$ cat src/rtl/add_sub_pkg.sv
// Shared defaults and stage-count derivation
// for the pipelined adder/subtractor.
package add_sub_pkg;

  localparam int DEF_WIDTH      = 16;
  localparam int DEF_STAGE_BITS = 4;

  function automatic int num_stages(
    input int width,
    input int stage_bits
  );
    return (stage_bits > 0) ? width / stage_bits : 1;
  endfunction

endpackage

$ cat src/rtl/adder_slice.sv
// One combinational carry slice; ctop is the
// carry into the slice's top bit.
module adder_slice #(
  parameter int W = 4
) (
  input  logic [W-1:0] a,
  input  logic [W-1:0] b,
  input  logic         cin,
  output logic [W-1:0] sum,
  output logic         cout,
  output logic         ctop
);

  logic [W:0] t;

  assign t    = {1'b0, a} + {1'b0, b} + {{W{1'b0}}, cin};
  assign sum  = t[W-1:0];
  assign cout = t[W];
  assign ctop = a[W-1] ^ b[W-1] ^ t[W-1];

endmodule

$ cat src/rtl/pipelined_add_sub.sv
// Carry-pipelined add/sub: one slice per stage,
// skewed operands in, deskewed result out.
module pipelined_add_sub
  import add_sub_pkg::*;
#(
  parameter int WIDTH      = DEF_WIDTH,
  parameter int STAGE_BITS = DEF_STAGE_BITS
) (
  input  logic             clk,
  input  logic             rst_n,
  input  logic             in_valid,
  output logic             in_ready,
  input  logic [WIDTH-1:0] A,
  input  logic [WIDTH-1:0] B,
  input  logic             op_sub,
  output logic             out_valid,
  input  logic             out_ready,
  output logic [WIDTH-1:0] Result,
  output logic             Carry,
  output logic             Overflow
);

  localparam int SB = STAGE_BITS;
  localparam int NS = num_stages(WIDTH, STAGE_BITS);

  if (SB < 1 || WIDTH < SB || (WIDTH % SB) != 0) begin : g_bad_cfg
    $error("WIDTH must be a positive multiple of STAGE_BITS");
  end

  logic en;

  assign en       = ~out_valid | out_ready;
  assign in_ready = en;

  for (genvar i = 0; i < NS; i++) begin : g_st
    localparam int RW = (i + 1) * SB;

    logic [SB-1:0] op_a, op_b, sum;
    logic          cin, cout, ctop;
    logic          v_d, v_q, c_q;
    logic [RW-1:0] r_d, r_q;

    if (i == 0) begin : g_src
      assign op_a = A[SB-1:0];
      assign op_b = B[SB-1:0] ^ {SB{op_sub}};
      assign cin  = op_sub;
      assign v_d  = in_valid;
      assign r_d  = sum;
    end else begin : g_src
      assign op_a = g_st[i-1].g_skew.a_q[SB-1:0];
      assign op_b = g_st[i-1].g_skew.b_q[SB-1:0];
      assign cin  = g_st[i-1].c_q;
      assign v_d  = g_st[i-1].v_q;
      assign r_d  = {sum, g_st[i-1].r_q};
    end

    adder_slice #(.W(SB)) u_slice (
      .a    (op_a),
      .b    (op_b),
      .cin  (cin),
      .sum  (sum),
      .cout (cout),
      .ctop (ctop)
    );

    always_ff @(posedge clk or negedge rst_n) begin
      if (!rst_n) begin
        v_q <= 1'b0;
        c_q <= 1'b0;
        r_q <= '0;
      end else if (en) begin
        v_q <= v_d;
        c_q <= cout;
        r_q <= r_d;
      end
    end

    // upper slices not yet consumed ride along, B already inverted
    if (i < NS - 1) begin : g_skew
      localparam int AW = WIDTH - RW;

      logic [AW-1:0] a_d, b_d, a_q, b_q;
      logic          unused_ctop;

      assign unused_ctop = ctop;

      if (i == 0) begin : g_in
        assign a_d = A[WIDTH-1:SB];
        assign b_d = B[WIDTH-1:SB] ^ {AW{op_sub}};
      end else begin : g_in
        assign a_d = g_st[i-1].g_skew.a_q[AW+SB-1:SB];
        assign b_d = g_st[i-1].g_skew.b_q[AW+SB-1:SB];
      end

      always_ff @(posedge clk or negedge rst_n) begin
        if (!rst_n) begin
          a_q <= '0;
          b_q <= '0;
        end else if (en) begin
          a_q <= a_d;
          b_q <= b_d;
        end
      end
    end else begin : g_last
      logic ov_q;

      always_ff @(posedge clk or negedge rst_n) begin
        if (!rst_n) begin
          ov_q <= 1'b0;
        end else if (en) begin
          ov_q <= ctop ^ cout;
        end
      end
    end
  end

  assign out_valid = g_st[NS-1].v_q;
  assign Result    = g_st[NS-1].r_q;
  assign Carry     = g_st[NS-1].c_q;
  assign Overflow  = g_st[NS-1].g_last.ov_q;

endmodule

$ cat config.mk
export PLATFORM = sky130hd
export DESIGN_NAME = pipelined_add_sub
export DESIGN_NICKNAME = d
export VERILOG_FILES = /design/src/rtl/add_sub_pkg.sv /design/src/rtl/adder_slice.sv /design/src/rtl/pipelined_add_sub.sv
export SDC_FILE = /design/constraint.sdc
export NUM_CORES = 1
export LEC_CHECK = 0
export BUFFER_PORTS_ARGS = -buffer_cell sky130_fd_sc_hd__buf_2
export CAP_MARGIN = 20
export CELL_PAD_IN_SITES_DETAIL_PLACEMENT = 0
export CELL_PAD_IN_SITES_GLOBAL_PLACEMENT = 1
export CORE_MARGIN = 3
export CORE_UTILIZATION = 35
export DETAILED_ROUTE_END_ITERATION = 10
export PLACE_DENSITY = 0.74
export SYNTH_ARGS = -nofsm -noshare
export SYNTH_HDL_FRONTEND = slang
export SYNTH_SLANG_ARGS = --single-unit
$ cat constraint.sdc
create_clock -name clk -period 2.8 [get_ports clk]
set_input_delay 0.56 -clock clk [delete_from_list [all_inputs] [get_ports clk]]
set_output_delay 0.56 -clock clk [all_outputs]
set_load 0.02 [all_outputs]
==> impl_metrics.env <==
export IMPL_grt_pass1_vias=2851
export IMPL_cp_required_ns=3.01
export IMPL_power_w=0.00567
export IMPL_swShare_pct=35.2
export IMPL_r2r_cells=6
export IMPL_wl_um=7870
export IMPL_firstDrtPassIters=5
export IMPL_clkLatencyLatePin_ns=0.34
export IMPL_route_detailed_drc=0
export IMPL_path_clk_slew_ns=0.07
export IMPL_diodes=0
export IMPL_drtIter0Drc=121
export IMPL_rsz0062_at_grt="false"
export IMPL_grtUsageTotal_pct=12.9
export IMPL_start_util_pct=36.3
export IMPL_clockRootBuffer="clkbuf_16"
export IMPL_p_switching_w=0.00200
export IMPL_clkPwrFrac_pct=24.2
export IMPL_htree_levels=3
export IMPL_viasPerCell=4.50
export IMPL_final_nets=555
export IMPL_intPower_w=0.00367
export IMPL_synth_edff_count=0
export IMPL_seq_area_frac_synth_pct=57.5
export IMPL_ioPinCount=57
export IMPL_clk_path_buf_depth=2
export IMPL_overflow=0
export IMPL_post_drt_wl_per_cell_um=12.2
export IMPL_post_cts_resized=0
export IMPL_cts_num_sinks=97
export IMPL_antenna_found_initial=0
export IMPL_reg2reg_slack_ns=0.75
export IMPL_p_seq_share_pct=42.1
export IMPL_worstSetupPathType="register to register"
export IMPL_fillerInstances=1196
export IMPL_drive_above_1_share_pct=16.3
export IMPL_seq_area_sq_um=2430
export IMPL_vias=2904
export IMPL_finalCritPeriodShare_pct=73.2
export IMPL_cp_end_kind="register"
export IMPL_leakage_nw=2.61
export IMPL_row_count=39
export IMPL_cp_arrival_ns=2.26
export IMPL_max_stage_delay_ns=0.47
export IMPL_fin_skew_ns=0.0101
export IMPL_post_cts_buffers=0
export IMPL_cts_tree="built"
export IMPL_path_cells="fa_1, fa_1, a21o_1, a21oi_1, xnor2_1, o21ai_0"
export IMPL_multiInputGateArea_sq_um=1680
export IMPL_grt_max_degree=56
export IMPL_cp_max_fo=2
export IMPL_synth_seq_cells=97
export IMPL_syn_mean_instance_area_sq_um=9.42
export IMPL_syn_nets=504
export IMPL_status="complete, no violations"
export IMPL_gp_congestion=0.770
export IMPL_die_x_um=116
export IMPL_yosysWarnings=0
export IMPL_die_y_um=116
export IMPL_fin_crit_ns=2.05
export IMPL_fmax_ghz=0.488
export IMPL_startpoint_type="register"
export IMPL_core_area_sq_um=11600
export IMPL_tightestPinTransition_ns=0.514
export IMPL_post_route_util_pct=43.0
export IMPL_synthArstFlopShare_pct=100
export IMPL_syn_area_sq_um=4220
export IMPL_critPathMostFrequentCell="fa_1"
export IMPL_drtAntennaViolNets=0
export IMPL_p_per_area_nw_per_um2=1140
export IMPL_ctsHoldBuffers=0
export IMPL_drv_cap=0
export IMPL_portBuffers=56
export IMPL_synth_main_ff_cell="dfrtp_1"
export IMPL_regToRegEndpoint="Overflow$_DFFE_PN0P_"
export IMPL_crit_slowest_cell="fa_1"
export IMPL_dpl_hpwl_um=5510
export IMPL_max_vdd_ir_drop_v=0.000480
export IMPL_hold_violations=0
export IMPL_r2r_start="g_st[2].c_q$_DFFE_PN0P_"
export IMPL_fin_setup_tns_ns=0
export IMPL_max_slew_margin_rel_pct=65.7
export IMPL_final_max_slew_viol_count=0
export IMPL_syn2layout_area_growth_pct=18.4
export IMPL_hold_path_class="input port to asynchronous set/reset pin"
export IMPL_setup_violations=0
export IMPL_ys_types=19
export IMPL_netlist_instances=448
export IMPL_dieArea_sq_um=13400
export IMPL_combPwrFrac_pct=33.7
export IMPL_grt_pass1_wl_um=13700
export IMPL_cts_buffers=9
-- kinds of logic (layout without fill, tap and decap cells) --
family	after synthesis	count (layout)	synth area share, %
fa+ha+maj	19	19	6.88
flops	97	97	57.5
compound gates	43	43	5.90
mux	2	2	0.712
simple gates	235	235	21.1
xor+xnor	24	24	4.98
buf+inv	28	83	2.91
-- synth_stat cells, types with 4 or more instances --
cell type | n | area share, %
o21ai_0 | 23 | 2.7
clkbuf_1 | 14 | 1.2
nand2_1 | 225 | 20
a21o_1 | 7 | 1.2
xnor2_1 | 17 | 3.5
dfrtp_1 | 97 | 58
a21oi_1 | 12 | 1.4
fa_1 | 7 | 3.3
xor2_1 | 7 | 1.5
nor2_1 | 7 | 0.62
ha_1 | 12 | 3.6
buf_2 | 8 | 0.95
inv_1 | 4 | 0.36
-- cell type report --
type	instances	share of cell area, %
tap	143	3.58
multi-input combinational	323	33.6
timing repair buffer	63	7.21
clock inverter	5	2.10
sequential	97	48.6
inverter	5	0.376
clock buffer	10	4.58
-- layout by cell type, fill, tap and decap left out --
cell / synthesis / layout
fa_1: 7 / 7
inv_2: 1 / 1
mux2_4: 2 / 2
ha_1: 12 / 12
clkinvlp_4: 0 / 2
buf_12: 0 / 2
nand2b_1: 1 / 1
xnor2_1: 17 / 17
buf_4: 0 / 6
clkbuf_16: 0 / 9
clkbuf_1: 14 / 1
xor2_1: 7 / 7
o21ai_0: 23 / 23
buf_2: 8 / 55
nor2b_1: 2 / 1
a31oi_4: 1 / 1
a21oi_1: 12 / 12
nand2_1: 225 / 225
inv_1: 4 / 4
a21o_1: 7 / 7
nor2_1: 7 / 7
bufinv_16: 0 / 3
dfrtp_1: 97 / 97
nor2b_4: 0 / 1
-- worst max path at each step --
stage / to / slack (ns) / start
global placement: g_st[0].r_q[3]$_DFFE_PN0P_ / 0.57 / op_sub
floorplan: g_st[0].r_q[3]$_DFFE_PN0P_ / 0.61 / op_sub
finish: Overflow$_DFFE_PN0P_ / 0.75 / g_st[2].c_q$_DFFE_PN0P_
detailed placement: g_st[0].r_q[3]$_DFFE_PN0P_ / 0.48 / op_sub
CTS: Overflow$_DFFE_PN0P_ / 0.73 / g_st[2].c_q$_DFFE_PN0P_
global route: Overflow$_DFFE_PN0P_ / 0.67 / g_st[2].c_q$_DFFE_PN0P_
-- metal layers --
metal  vias up  GRT usage (%)  routed length (um)
met4         0           6.26                 174
li1       1489              -                   -
met1      1354           18.4                3920
met3        11           2.61                 302
met2        50           18.8                3470
met5         -              0                   0
-- worst max-delay path: cells and delay by family, from the launching register on --
family,cells,cell delay [ns]
AOI/OAI and AO/OA,3,0.48
DFF,1,0.41
adders and majority gates,2,0.89
xor gates and xnor gates,1,0.13
-- registers in the layout (all words and copies together) (netlist names) --
name,count
Carry,1
g_st.c_q,3
Result,16
g_st.r_q,24
Overflow,1
g_st.g_skew.a_q,24
out_valid,1
g_st.v_q,3
g_st.g_skew.b_q,24
-- power by group through the flow --
| stage | clock (W) | sequential (W) | combinational (W) |
|---|---|---|---|
| 4_1_cts | 0.00140 | 0.00240 | 0.00197 |
| 5_1_grt | 0.00146 | 0.00247 | 0.00223 |
| 2_1_floorplan | 0 | 0.00249 | 0.00128 |
| 3_5_place_dp | 0 | 0.00242 | 0.00196 |
| 3_3_place_gp | 0 | 0.00239 | 0.00191 |
| 6_report | 0.00137 | 0.00239 | 0.00191 |
-- metrics by stage --
stage	std cells	area, sq um	hold WS, ns	setup slack (ns)
global placement	631	4660	0.441	0.566
floorplan	448	4220	0.264	0.608
detailed placement	631	4660	0.450	0.478
global route	646	5000	0.137	0.668
finish	646	5000	0.115	0.749
CTS	646	5000	0.119	0.731
Note: power is estimated with default switching activity, not from simulation.
